[src/rtl/mac_array.sv]
// mac_array: LANES-wide multiply-accumulate array producing OUTS dot products of TAPS terms per job.
// Optional macro MAC_SAT_EN: saturating accumulation with sticky per-lane overflow flags.

module mac_lane #(
    parameter int DATA_W = 8,
    parameter int COEF_W = 7,
    parameter int ACC_W  = 18
) (
    input  logic              clk,
    input  logic              rst,
    input  logic              clr,
    input  logic              ovf_clr,
    input  logic              take,
    input  logic              last,
    input  logic [DATA_W-1:0] x,
    input  logic [COEF_W-1:0] c,
    output logic [ACC_W-1:0]  sum,
    output logic              ovf
);
    localparam int PW = DATA_W + COEF_W;
`ifdef MAC_SAT_EN
    // One guard bit above the widest operand so the true sum is never lost.
    localparam int SW = ((ACC_W > PW) ? ACC_W : PW) + 1;
`else
    localparam int SW = ACC_W;
`endif

    logic [ACC_W-1:0] acc;
    logic [SW-1:0]    full;
    logic             clamp;

    assign full = SW'(acc) + SW'(x) * SW'(c);

`ifdef MAC_SAT_EN
    assign clamp = full > SW'({ACC_W{1'b1}});
    assign sum   = clamp ? {ACC_W{1'b1}} : full[ACC_W-1:0];
`else
    assign clamp = 1'b0;
    assign sum   = full;
`endif

    always_ff @(posedge clk or negedge rst) begin
        if (!rst) begin
            acc <= '0;
        end else if (clr) begin
            acc <= '0;
        end else if (take) begin
            acc <= last ? '0 : sum;
        end
    end

    always_ff @(posedge clk or negedge rst) begin
        if (!rst) begin
            ovf <= 1'b0;
        end else if (ovf_clr) begin
            ovf <= 1'b0;
        end else if (take && clamp) begin
            ovf <= 1'b1;
        end
    end
endmodule

module mac_array #(
    parameter int LANES  = 4,
    parameter int DATA_W = 8,
    parameter int COEF_W = 7,
    parameter int TAPS   = 8,
    parameter int OUTS   = 4,
    parameter int ACC_W  = 18,
    parameter int ROM_AW = 4,
    parameter int IDX_W  = 2
) (
    input  logic                    clk,
    input  logic                    rst,
    input  logic                    start,
    input  logic                    abort,
    input  logic                    x_valid,
    input  logic [LANES*DATA_W-1:0] x_data,
    input  logic [2*COEF_W-1:0]     coef_word,
    output logic                    x_take,
    output logic [ROM_AW-1:0]       rom_addr,
    output logic [LANES*ACC_W-1:0]  res_data,
    output logic [IDX_W-1:0]        res_idx,
    output logic                    res_we,
    output logic                    busy,
    output logic                    done,
    output logic [LANES-1:0]        ovf
);
    localparam int TAP_W = (TAPS > 2) ? $clog2(TAPS) : 1;
    localparam logic [TAP_W-1:0] TAP_LAST = TAP_W'(TAPS - 1);
    localparam logic [IDX_W-1:0] OUT_LAST = IDX_W'(OUTS - 1);

    typedef enum logic {IDLE, RUN} state_t;
    state_t state, state_nxt;

    logic [TAP_W-1:0]              tap;
    logic [IDX_W-1:0]              res_cnt;
    logic [COEF_W-1:0]             coef;
    logic [LANES-1:0][ACC_W-1:0]   lane_sum;
    logic go, adv, tap_last, acc_end, job_end, lane_clr;

    assign busy     = (state == RUN);
    assign x_take   = busy && x_valid;
    assign go       = (state == IDLE) && start && !abort;
    assign adv      = x_take && !abort;
    assign tap_last = (tap == TAP_LAST);
    assign acc_end  = adv && tap_last;
    assign job_end  = acc_end && (res_cnt == OUT_LAST);
    assign lane_clr = go || (busy && abort);
    // Each ROM word carries an even/odd tap pair; tap parity picks the half.
    assign coef     = tap[0] ? coef_word[COEF_W-1:0] : coef_word[2*COEF_W-1:COEF_W];

    always_ff @(posedge clk or negedge rst) begin
        if (!rst) state <= IDLE;
        else      state <= state_nxt;
    end

    always_comb begin
        state_nxt = state;
        case (state)
            IDLE:    if (go) state_nxt = RUN;
            RUN:     if (abort || job_end) state_nxt = IDLE;
            default: state_nxt = IDLE;
        endcase
    end

    always_ff @(posedge clk or negedge rst) begin
        if (!rst) begin
            tap      <= '0;
            res_cnt  <= '0;
            rom_addr <= '0;
            res_data <= '0;
            res_idx  <= '0;
            res_we   <= 1'b0;
            done     <= 1'b0;
        end else begin
            res_we <= acc_end;
            done   <= job_end;
            if (go) begin
                tap      <= '0;
                res_cnt  <= '0;
                rom_addr <= '0;
            end else if (adv) begin
                tap <= tap_last ? '0 : tap + 1'b1;
                if (tap_last) res_cnt  <= res_cnt + 1'b1;
                if (tap[0])   rom_addr <= rom_addr + 1'b1;
            end
            if (acc_end) begin
                res_idx <= res_cnt;
                for (int i = 0; i < LANES; i++)
                    res_data[i*ACC_W +: ACC_W] <= lane_sum[i];
            end
        end
    end

    for (genvar i = 0; i < LANES; i++) begin : g_lane
        mac_lane #(.DATA_W(DATA_W), .COEF_W(COEF_W), .ACC_W(ACC_W)) u_lane (
            .clk     (clk),
            .rst     (rst),
            .clr     (lane_clr),
            .ovf_clr (go),
            .take    (adv),
            .last    (tap_last),
            .x       (x_data[i*DATA_W +: DATA_W]),
            .c       (coef),
            .sum     (lane_sum[i]),
            .ovf     (ovf[i])
        );
    end
endmodule

[config.mk]
export PLATFORM = sky130hd
export DESIGN_NAME = mac_array
export DESIGN_NICKNAME = d
export VERILOG_FILES = /design/src/rtl/mac_array.sv
export SDC_FILE = /design/constraint.sdc
export NUM_CORES = 1
export LEC_CHECK = 0
export ABC_AREA = 1
export BUFFER_PORTS_ARGS = -buffer_cell sky130_fd_sc_hd__buf_4
export CAP_MARGIN = 40
export CORE_AREA = 2 2 168 170
export CTS_CLUSTER_SIZE = 30
export DETAILED_ROUTE_END_ITERATION = 12
export DIE_AREA = 0 0 170 172
export PLACE_DENSITY = 0.82
export SYNTH_ARGS = -nofsm -noshare
export SYNTH_HDL_FRONTEND = slang
export SYNTH_HIERARCHICAL = 1
export SYNTH_SLANG_ARGS = --single-unit
export TNS_END_PERCENT = 30
[constraint.sdc]
create_clock -name clk -period 5.6 [get_ports clk]
set_clock_uncertainty 0.05 [all_clocks]
set_input_delay 0.28 -clock clk [delete_from_list [all_inputs] [get_ports clk]]
set_output_delay 0.28 -clock clk [all_outputs]
set_load 0.05 [all_outputs]
==> run_results.csv, run 1 <==
group,metric,value,unit
clock_network,cts_buffers,17,
power_and_ir_drop,p_leak,12.4,nW
place,hpwl,33000,um
critical_path,rr_worst_depth,23,
yosys,synth_cells,2337,
route,via_count,14700,
floorplanning,rows,61,
global_routing,antenna_found_initial,0,
clock_network,clock_path_buffers,2,
critical_path,r2r_end,"res_data[51]$_DFFE_PN0P_",
floorplanning,die_height,172,um
timing,fmax,0.192,GHz
critical_path,path_common_cell,"nand2_1",
clock_network,tritoncts,"built",
worst_hold_path,hold_class,"input pin to flip-flop",
yosys,syn_area,0.0170,mm2
route,ant_nets,0,
critical_path,worstSetupPathType,"flip-flop to flip-flop",
place,gp_congestion,0.905,
place,dp.cells,2780,
floorplanning,die_area,0.0292,mm2
clock_network,h-tree-depth,4,
floorplanning,initial_utilization,0.618,
layout,utilization,0.690,
critical_path,crit_buf_inv,6,
outcome,outcome,"finished clean",
global_routing,grt_pass1_vias,15200,
critical_path,worstReg2RegStart,"tap[0]$_DFFE_PN0P_",
clock_network,insertion_delay,0.45,ns
critical_path,cp.arrival,5.49,ns
timing,slew_headroom,0.395,
critical_path,slowest_delay,0.53,ns
power_and_ir_drop,peakVddDrop,0.375,mV
critical_path,ff2ff_setup_slack,0.40,ns
layout,drive_gt1_frac,0.0851,
critical_path,cp_max_fo,22,
clock_network,clk_pin_slew_worst_paths,0.07,ns
timing,final_hold_viol_count,0,
clock_network,post_cts_buffers,0,
place,numPortBuffers,132,
worst_hold_path,hold_end,"busy$_DFF_PN0_",
critical_path,crit_chain,"clkinv_1 -> nand2_1 -> nand2_1 -> buf_4 -> nand2_1 -> inv_1 -> fa_1 -> fa_1 -> fa_1 -> inv_1 -> fa_1 -> inv_1 -> ha_1 -> nand2_1 -> inv_1 -> nand2_1 -> nor3_1 -> nand2_1 -> nand2_1 -> nand2_1 -> and2_1 -> nand2_1 -> nand2_1",
timing,period_share,0.929,
route,drtPass1Iterations,5,
yosys,ys_warn_count,6,
critical_path,endpoint_kind,"flip-flop",
critical_path,start_kind,"flip-flop",
global_routing,overflow,0,
timing,timing.final.crit_period,5.20,ns
worst_hold_path,hold_depth,4,
route,drc,0,
global_routing,grt_max_degree,61,
timing,fin_ws,0.397,ns
timing,rsz0062_at_grt,"no",
global_routing,grt_pass1_wl,71200,um
route,via_per_inst,5.22,
yosys,avgSynthCellArea,7.27,um2
yosys,synth_fp_nets,2720,
place,dpl_worst_slack,0.468,ns
layout,fin_cells,2814,
critical_path,critPathSlowestCell,"nand2_1",
timing,setup_tns,0,ns
layout,area_delta_synth_final,11.7,%
layout,fillCellCount,2197,
floorplanning,boundaryPins,137,
clock_network,clock-root-buffer,"clkbuf_16",
floorplanning,dieWidth,170,um
worst_hold_path,min-delay-start,"abort",
critical_path,crit_family,"adder cells",
global_routing,grtUsageTotal,0.308,
timing,worst_pin_slew,0.905,ns
run,maxCapViolCount,0,
timing,finalSetupViolCount,0,
critical_path,crit_required,5.88,ns
power_and_ir_drop,powerDensity,583,mW/mm2
layout,layout.nets,2838,
clock_network,clock_sinks,158,
floorplanning,core,0.0275,mm2
route,wl,42700,um
timing,slew_viol_final,0,
critical_path,cp.depth,23,
route,drtIter0Drc,962,
route,routedWlPerCell,15.2,um
layout,antenna_cells,0,
## report_power, final
part | internal (mW) | switching [mW] | total [mW]
clock network | 0.723 | 0.547 | 1.27
logic | 2.96 | 5.46 | 8.42
registers | 1.29 | 0.0901 | 1.38
## per-stage QoR
step                cell area (um2)  power, mW  hold slack (ns)
finish                        19000       11.1            0.105
global route                  19000       12.2            0.122
detailed placement            18300       9.55            0.197
global placement              18300       9.32            0.408
floorplan                     17000       7.57          -0.0656
CTS                           19000       11.0           0.0874
## registers in the layout, indices dropped and copies added (netlist names)
register,flops
busy,1
done,1
g_lane.u_lane/acc,72
res_cnt,2
res_data,72
res_idx,2
res_we,1
rom_addr,4
tap,3
## worst max-delay path by stage
stage	slack, ns	to	from
final	0.40	res_data[51]$_DFFE_PN0P_	tap[0]$_DFFE_PN0P_
after global routing	0.11	res_data[49]$_DFFE_PN0P_	tap[0]$_DFFE_PN0P_
after CTS	0.46	res_data[51]$_DFFE_PN0P_	tap[0]$_DFFE_PN0P_
after detailed placement	0.47	res_data[35]$_DFFE_PN0P_	tap[0]$_DFFE_PN0P_
after global placement	0.60	res_data[53]$_DFFE_PN0P_	tap[0]$_DFFE_PN0P_
after floorplan	1.01	res_data[34]$_DFFE_PN0P_	tap[0]$_DFFE_PN0P_
## tightest hold or removal path, delay by kind of cell
kind,cells,cell delay (ns)
buffers and inverters,1,0.12
AND/OR/NAND/NOR,3,0.16
## metal layers
| metal | GRT usage | wire length, um | vias up |
|---|---|---|---|
| li1 | - | - | 6986 |
| met1 | 0.365 | 17200 | 7020 |
| met2 | 0.548 | 21100 | 553 |
| met3 | 0.0533 | 2660 | 135 |
| met4 | 0.142 | 1670 | 0 |
| met5 | 0 | 0 | - |
## what timing repair did
action,4_1_cts,5_1_grt
endpoints found under the setup margin,0,0
hold buffers,1,0
resized for setup,0,0
endpoints found under the hold margin,44,0
## cell type report
class	count	area, um2	area share
flip-flops and latches	158	3950	0.209
clock buffers	18	439	0.0232
inverters	607	2280	0.120
well taps	346	433	0.0228
multi-input cells	1515	10500	0.552
clock inverters	14	181	0.00957
repair buffers	156	1210	0.0641
## placed cells by master, fill, tap and decap left out, drive strengths merged
master       count
dlygate4sd3      1
o22ai            8
dfrtp          158
nor2            54
inv            611
or2              1
ha             164
xor2            29
nand3           71
buf            155
fa             168
nand3b          10
conb             4
o21ai            6
and2            28
clkbuf          18
nand2          902
nor3            12
clkinvlp         3
bufinv           3
a21oi           37
clkinv           4
a22o            16
nand4            5
No activity file was read; power rests on OpenSTA's default activity.
==> run 2: changes to the inputs <==
CELL_PAD_IN_SITES_DETAIL_PLACEMENT = 0   (was default)
CELL_PAD_IN_SITES_GLOBAL_PLACEMENT = 1   (was default)
CORE_AREA = 2 2 196 198   (was 2 2 168 170)
DIE_AREA = 0 0 198 200   (was 0 0 170 172)
PLACE_DENSITY = default   (was 0.82)
PLACE_DENSITY_LB_ADDON = 0.1   (was default)
==> run 2 against run 1 <==
Effect of this change:
- final cell count is 6.0% higher
- sequential power barely moved
- worst setup slack better by 0.33 ns
- critical path depth decreased by 1
- clock-buffer cell count did not move
- first-iteration DRC count down 24%
- cell area increased by 1.1%
- clock power shrank 5%
- total power fell by 1.2%
- maximum frequency is 6.8% higher
- via count shrank 4.6%
- critical endpoint is now res_data[34]$_DFFE_PN0P_
==> run_results.csv, run 2 (synthesis results as in run 1) <==
group,metric,value,unit
power_and_ir_drop,power_frac_seq,0.125,
timing,rsz0062_at_grt,"no",
timing,slew_headroom,0.451,
layout,layout.nets,2840,
clock_network,clock-root-buffer,"clkbuf_16",
route,routedWlPerCell,14.8,um
worst_hold_path,hold_class,"input pin to flip-flop",
power_and_ir_drop,combPwrFrac,0.764,
critical_path,crit_chain,"clkinv_1 -> nand2_1 -> nand2_1 -> buf_4 -> nand2_1 -> fa_1 -> inv_1 -> fa_1 -> inv_1 -> fa_1 -> inv_1 -> fa_1 -> ha_1 -> nand2_1 -> inv_2 -> nand2_1 -> nand2_1 -> a21oi_1 -> nand3_1 -> and2_1 -> nand2_1 -> nand2_1",
critical_path,endpoint_kind,"flip-flop",
global_routing,grt_pass1_wl,73200,um
route,drtIter0Drc,727,
floorplanning,initial_utilization,0.454,
clock_network,tritoncts,"built",
layout,most-common-layout-cells,"nand2_1, inv_1, fa_1",
global_routing,grt_max_degree,61,
timing,finalSetupViolCount,0,
layout,drive_gt1_frac,0.0858,
critical_path,cp_max_fo,16,
run,maxCapViolCount,0,
route,via_count,14000,
place,hpwl,35200,um
critical_path,path_common_cell,"nand2_1",
critical_path,crit_required,5.89,ns
clock_network,post_cts_resized,0,
layout,area_delta_synth_final,12.9,%
power_and_ir_drop,power_frac_clock,0.110,
power_and_ir_drop,p_sw,6.07,mW
timing,worst_pin_slew,0.824,ns
critical_path,crit_family,"adder cells",
place,gp_congestion,0.860,
layout,regArea,0.00395,mm2
route,drc,0,
layout,reg.largest.list,"g_lane.u_lane/acc (72), res_data (72), rom_addr (4)",
power_and_ir_drop,power.internal,4.86,mW
route,via_per_inst,4.70,
layout,fillCellCount,3775,
power_and_ir_drop,peakVddDrop,0.385,mV
power_and_ir_drop,sw_frac_of_total,0.555,
timing,fin_ws,0.728,ns
power_and_ir_drop,p_leak,12.4,nW
route,ant_nets,0,
critical_path,critPathSlowestCell,"fa_1",
critical_path,slowest_delay,0.53,ns
timing,slew_viol_final,0,
timing,final_hold_viol_count,0,
layout,multi_input_comb_area,0.0105,mm2
global_routing,grtUsageTotal,0.237,
timing,fmax,0.205,GHz
critical_path,cp.arrival,5.17,ns
timing,setup_tns,0,ns
critical_path,crit_buf_inv,6,
global_routing,overflow,0,
timing,period_share,0.870,
clock_network,insertion_delay,0.45,ns
place,dpl_worst_slack,0.744,ns
outcome,outcome,"finished clean",
power_and_ir_drop,powerDensity,571,mW/mm2
global_routing,grt_pass1_vias,14600,
critical_path,worstSetupPathType,"flip-flop to flip-flop",
critical_path,start_kind,"flip-flop",
floorplanning,die_height,200,um
floorplanning,rows,71,
clock_network,clk_pin_slew_worst_paths,0.08,ns
global_routing,antenna_found_initial,1,
floorplanning,dieWidth,198,um
route,drtPass1Iterations,5,
floorplanning,core,0.0374,mm2
layout,mostFrequentLayoutCell,"nand2_1",
floorplanning,die_area,0.0396,mm2
place,numPortBuffers,132,
floorplanning,boundaryPins,137,
power_and_ir_drop,total_power,10.9,mW
clock_network,clock_sinks,158,
route,wl,44200,um
timing,timing.final.crit_period,4.87,ns
clock_network,cts_buffers,17,
clock_network,h-tree-depth,4,
clock_network,clock_path_buffers,2,
==> run 2: layer usage <==
layer | up-vias | part of all wire | track usage
li1 | 6988 | - | -
met1 | 6729 | 0.46 | 0.310
met2 | 253 | 0.48 | 0.410
met3 | 46 | 0.042 | 0.0376
met4 | 0 | 0.018 | 0.0627
met5 | - | 0 | 0
==> run 2: final timing paths <==
kind	from	endpoint	slack (ns)	cells past startpoint
max in group asynchronous	rst	res_data[8]$_DFFE_PN0P_	3.97	3
worst max register to register	tap[0]$_DFFE_PN0P_	res_data[34]$_DFFE_PN0P_	0.73	22
worst max-delay path	tap[0]$_DFFE_PN0P_	res_data[34]$_DFFE_PN0P_	0.73	22
worst min register to register	g_lane[2].u_lane/acc[13]$_DFFE_PN0P_	g_lane[2].u_lane/acc[13]$_DFFE_PN0P_	0.43	2
worst min-delay path	abort	busy$_DFF_PN0_	0.09	4
min in group asynchronous	rst	g_lane[1].u_lane/acc[17]$_DFFE_PN0P_	0.30	2
==> run 2: worst min-delay path: stages <==
cell     delay, ns
buf_4         0.11
nor2_1        0.05
nand2_1       0.07
nand2_1       0.05
==> run 2: cell type report <==
class,count,area share
clock buffer,18,0.0229
clock inverter,14,0.00744
inverter,607,0.119
sequential,158,0.206
multi-input combinational,1515,0.546
tap,511,0.0334
timing repair buffer,158,0.0651
antenna,2,0.000261
==> run 2: what timing repair did <==
action                    4_1_cts  5_1_grt
setup buffers                   0        0
hold endpoints to repair       46        0
hold buffers                    1        0
==> run 2: power by group through the flow <==
stage          clock (mW)  combinational (mW)  sequential (mW)
5_1_grt              1.29                9.57             1.39
3_3_place_gp            0                8.34             1.39
4_1_cts              1.25                8.42             1.37
2_1_floorplan           0                6.19             1.38
3_5_place_dp            0                8.33             1.39
6_report             1.21                8.36             1.37
==> run 2: per-stage QoR <==
step                       util  hold WS [ns]  cell area, um2  instances
final                     0.512        0.0874           19200       2983
after global routing      0.512        0.0816           19200       2981
after global placement    0.495         0.228           18500       2945
after floorplan               -       -0.0656           17000       2337
after CTS                 0.512        0.0642           19200       2981
after detailed placement  0.497         0.231           18600       2948
==> run 3: changes to the inputs <==
--- a/config.mk
+++ b/config.mk
@@ -11,8 +11,8 @@
 export CELL_PAD_IN_SITES_DETAIL_PLACEMENT = 0
 export CELL_PAD_IN_SITES_GLOBAL_PLACEMENT = 1
-export CORE_AREA = 2 2 196 198
+export CORE_AREA = 5 5 199 201
 export CTS_CLUSTER_SIZE = 30
 export DETAILED_ROUTE_END_ITERATION = 12
-export DIE_AREA = 0 0 198 200
+export DIE_AREA = 0 0 204 206
 export PLACE_DENSITY_LB_ADDON = 0.1
 export SYNTH_ARGS = -nofsm -noshare
==> constraint.sdc (replaced) <==
create_clock -name clk -period 5.6 [get_ports clk]
set_clock_uncertainty 0.05 [all_clocks]
set_input_delay 0.84 -clock clk [delete_from_list [all_inputs] [get_ports clk]]
set_output_delay 0.84 -clock clk [all_outputs]
set_load 0.05 [all_outputs]
==> run 3 against run 2 <==
Effect of this change:
- via count is 0.85% lower
- first-iteration DRC count decreased by 17%
- global-route usage fell by 1.5 points
- non-clock buffer count fell by 3
- clock power is essentially flat
- register-to-register slack lost 0.22 ns
- total power down 0.34%
- final cell count down 0.17%
- die area up 6.1%
- largest power group unchanged
==> run_results.csv, run 3 (synthesis results as in run 1) <==
group,metric,value,unit
clock_network,clock_path_buffers,2,
floorplanning,die_height,206,um
global_routing,grt_pass1_vias,14900,
layout,multi_input_comb_area,0.0105,mm2
critical_path,path_common_cell,"nand2_1",
layout,most-common-layout-cells,"nand2_1, inv_1, fa_1",
layout,layout.nets,2837,
worst_hold_path,hold_class,"input pin to asynchronous set/reset pin",
timing,fmax,0.196,GHz
critical_path,crit_family,"adder cells",
timing,fin_ws,0.508,ns
outcome,outcome,"finished clean",
power_and_ir_drop,total_power,10.9,mW
floorplanning,die_area,0.0420,mm2
floorplanning,initial_utilization,0.454,
place,hpwl,34500,um
timing,timing.final.crit_period,5.09,ns
critical_path,cp.arrival,5.38,ns
clock_network,tritoncts,"built",
power_and_ir_drop,peakVddDrop,0.314,mV
clock_network,insertion_delay,0.45,ns
power_and_ir_drop,powerDensity,568,mW/mm2
layout,mostFrequentLayoutCell,"nand2_1",
route,ant_nets,0,
global_routing,grtUsageTotal,0.222,
timing,setup_tns,0,ns
run,maxCapViolCount,0,
critical_path,endpoint_kind,"flip-flop",
global_routing,grt_pass1_wl,75100,um
critical_path,crit_buf_inv,7,
route,drtPass1Iterations,5,
clock_network,clk_pin_slew_worst_paths,0.08,ns
timing,worst_pin_slew,0.733,ns
route,via_per_inst,4.67,
layout,drive_gt1_frac,0.0859,
clock_network,holdBufCountCts,0,
critical_path,slowest_delay,0.54,ns
route,drtIter0Drc,607,
critical_path,crit_chain,"clkinvlp_4 -> nand2_1 -> nand2_1 -> buf_4 -> nand2_1 -> inv_1 -> fa_1 -> inv_1 -> fa_1 -> inv_1 -> fa_1 -> inv_1 -> fa_1 -> inv_1 -> ha_1 -> nand2_1 -> nand3b_1 -> nand2_1 -> nand2_1 -> nand2_1 -> nand2_1 -> and2_1 -> nand2_1 -> nand2_1",
clock_network,clock-root-buffer,"clkbuf_16",
clock_network,cts_buffers,17,
timing,finalSetupViolCount,0,
critical_path,crit_required,5.88,ns
global_routing,grt_max_degree,98,
route,routedWlPerCell,14.7,um
timing,rsz0062_at_grt,"no",
global_routing,antenna_found_initial,0,
layout,utilization,0.513,
layout,reg.largest.list,"g_lane.u_lane/acc (72), res_data (72), rom_addr (4)",
timing,period_share,0.909,
timing,whs,0.324,ns
global_routing,overflow,0,
floorplanning,rows,71,
critical_path,critPathSlowestCell,"fa_1",
layout,fillCellCount,3757,
floorplanning,core,0.0374,mm2
critical_path,worstSetupPathType,"flip-flop to flip-flop",
layout,antenna_cells,0,
layout,regArea,0.00395,mm2
clock_network,post_cts_buffers,0,
clock_network,h-tree-depth,4,
route,wl,43700,um
timing,final_hold_viol_count,0,
layout,area_delta_synth_final,13.0,%
critical_path,start_kind,"flip-flop",
timing,slew_viol_final,0,
timing,slew_headroom,0.512,
critical_path,cp_max_fo,11,
place,gp_congestion,0.872,
floorplanning,dieWidth,204,um
route,drc,0,
power_and_ir_drop,p_leak,12.4,nW
route,via_count,13900,
place,dpl_worst_slack,0.296,ns
clock_network,clock_sinks,158,
place,numPortBuffers,132,
floorplanning,boundaryPins,137,
run 3: cell count changes in the layout (fill, tap and decap cells not counted), moves of 2 or more:
| cell | delta |
|---|---|
| inv_6 | -7 |
| buf_4 | -5 |
| clkinv_2 | +3 |
| buf_12 | +2 |
| buf_8 | +2 |
| clkinv_4 | +2 |
| clkinvlp_4 | +2 |
| diode_2 | -2 |
| nor2_1 | -2 |
| nor2_2 | +2 |
run 3: worst reg2reg max path, stage by stage, from the launching register on:
cell and delay (ns):
dfrtp_1 0.39, clkinvlp_4 0.28, nand2_1 0.14, nand2_1 0.30
buf_4 0.32, nand2_1 0.07, inv_1 0.05, fa_1 0.48
inv_1 0.06, fa_1 0.54, inv_1 0.05, fa_1 0.48
inv_1 0.05, fa_1 0.48, inv_1 0.04, ha_1 0.33
nand2_1 0.08, nand3b_1 0.16, nand2_1 0.14, nand2_1 0.09
nand2_1 0.06, nand2_1 0.05, and2_1 0.15, nand2_1 0.07
nand2_1 0.05
run 3: path summary, 6_finish.rpt:
| check | slack, ns | end | startpoint | depth (start not counted) |
|---|---|---|---|---|
| setup / recovery | 0.51 | res_data[66]$_DFFE_PN0P_ | tap[0]$_DFFE_PN0P_ | 24 |
| hold / removal | 0.32 | res_data[26]$_DFFE_PN0P_ | rst | 1 |
| setup reg to reg | 0.51 | res_data[66]$_DFFE_PN0P_ | tap[0]$_DFFE_PN0P_ | 24 |
| hold reg to reg | 0.42 | res_idx[0]$_DFFE_PN0P_ | res_idx[0]$_DFFE_PN0P_ | 2 |
| max in group asynchronous | 4.14 | res_data[66]$_DFFE_PN0P_ | rst | 2 |
| min in group clk | 0.42 | res_idx[0]$_DFFE_PN0P_ | res_idx[0]$_DFFE_PN0P_ | 2 |
run 3: per-layer routing:
metal | GRT usage | vias up | routed length [um]
met4 | 0.0596 | 0 | 829
met1 | 0.301 | 6685 | 20900
met5 | 0 | - | 0
li1 | - | 6992 | -
met3 | 0.0240 | 40 | 1130
met2 | 0.381 | 180 | 20800
run 3: what timing repair did:
| item | in CTS | in global routing |
|---|---|---|
| gates resized for setup | 0 | 1 |
| setup endpoints to repair | 0 | 4 |
| hold endpoints to repair | 0 | 0 |
run 3: cell type report:
class	instances	area share
clock buffers	19	0.0231
repair buffers	155	0.0659
well taps	511	0.0333
clock inverters	13	0.00730
multi-input cells	1515	0.545
flip-flops and latches	158	0.206
inverters	607	0.119
run 3: power by group:
group          internal [mW]  total [mW]  switching, mW  leakage [nW]
Clock                  0.671        1.22          0.548         0.287
Sequential              1.29        1.37         0.0834          2.19
Combinational           2.95        8.31           5.36          9.95
Total                   4.90        10.9           6.00          12.4
run 3: through the flow:
step / instances / area, um2
after CTS: 2978 / 19200
after floorplan: 2337 / 17000
final: 2978 / 19200
after detailed placement: 2946 / 18600
after global placement: 2943 / 18500
after global routing: 2978 / 19200
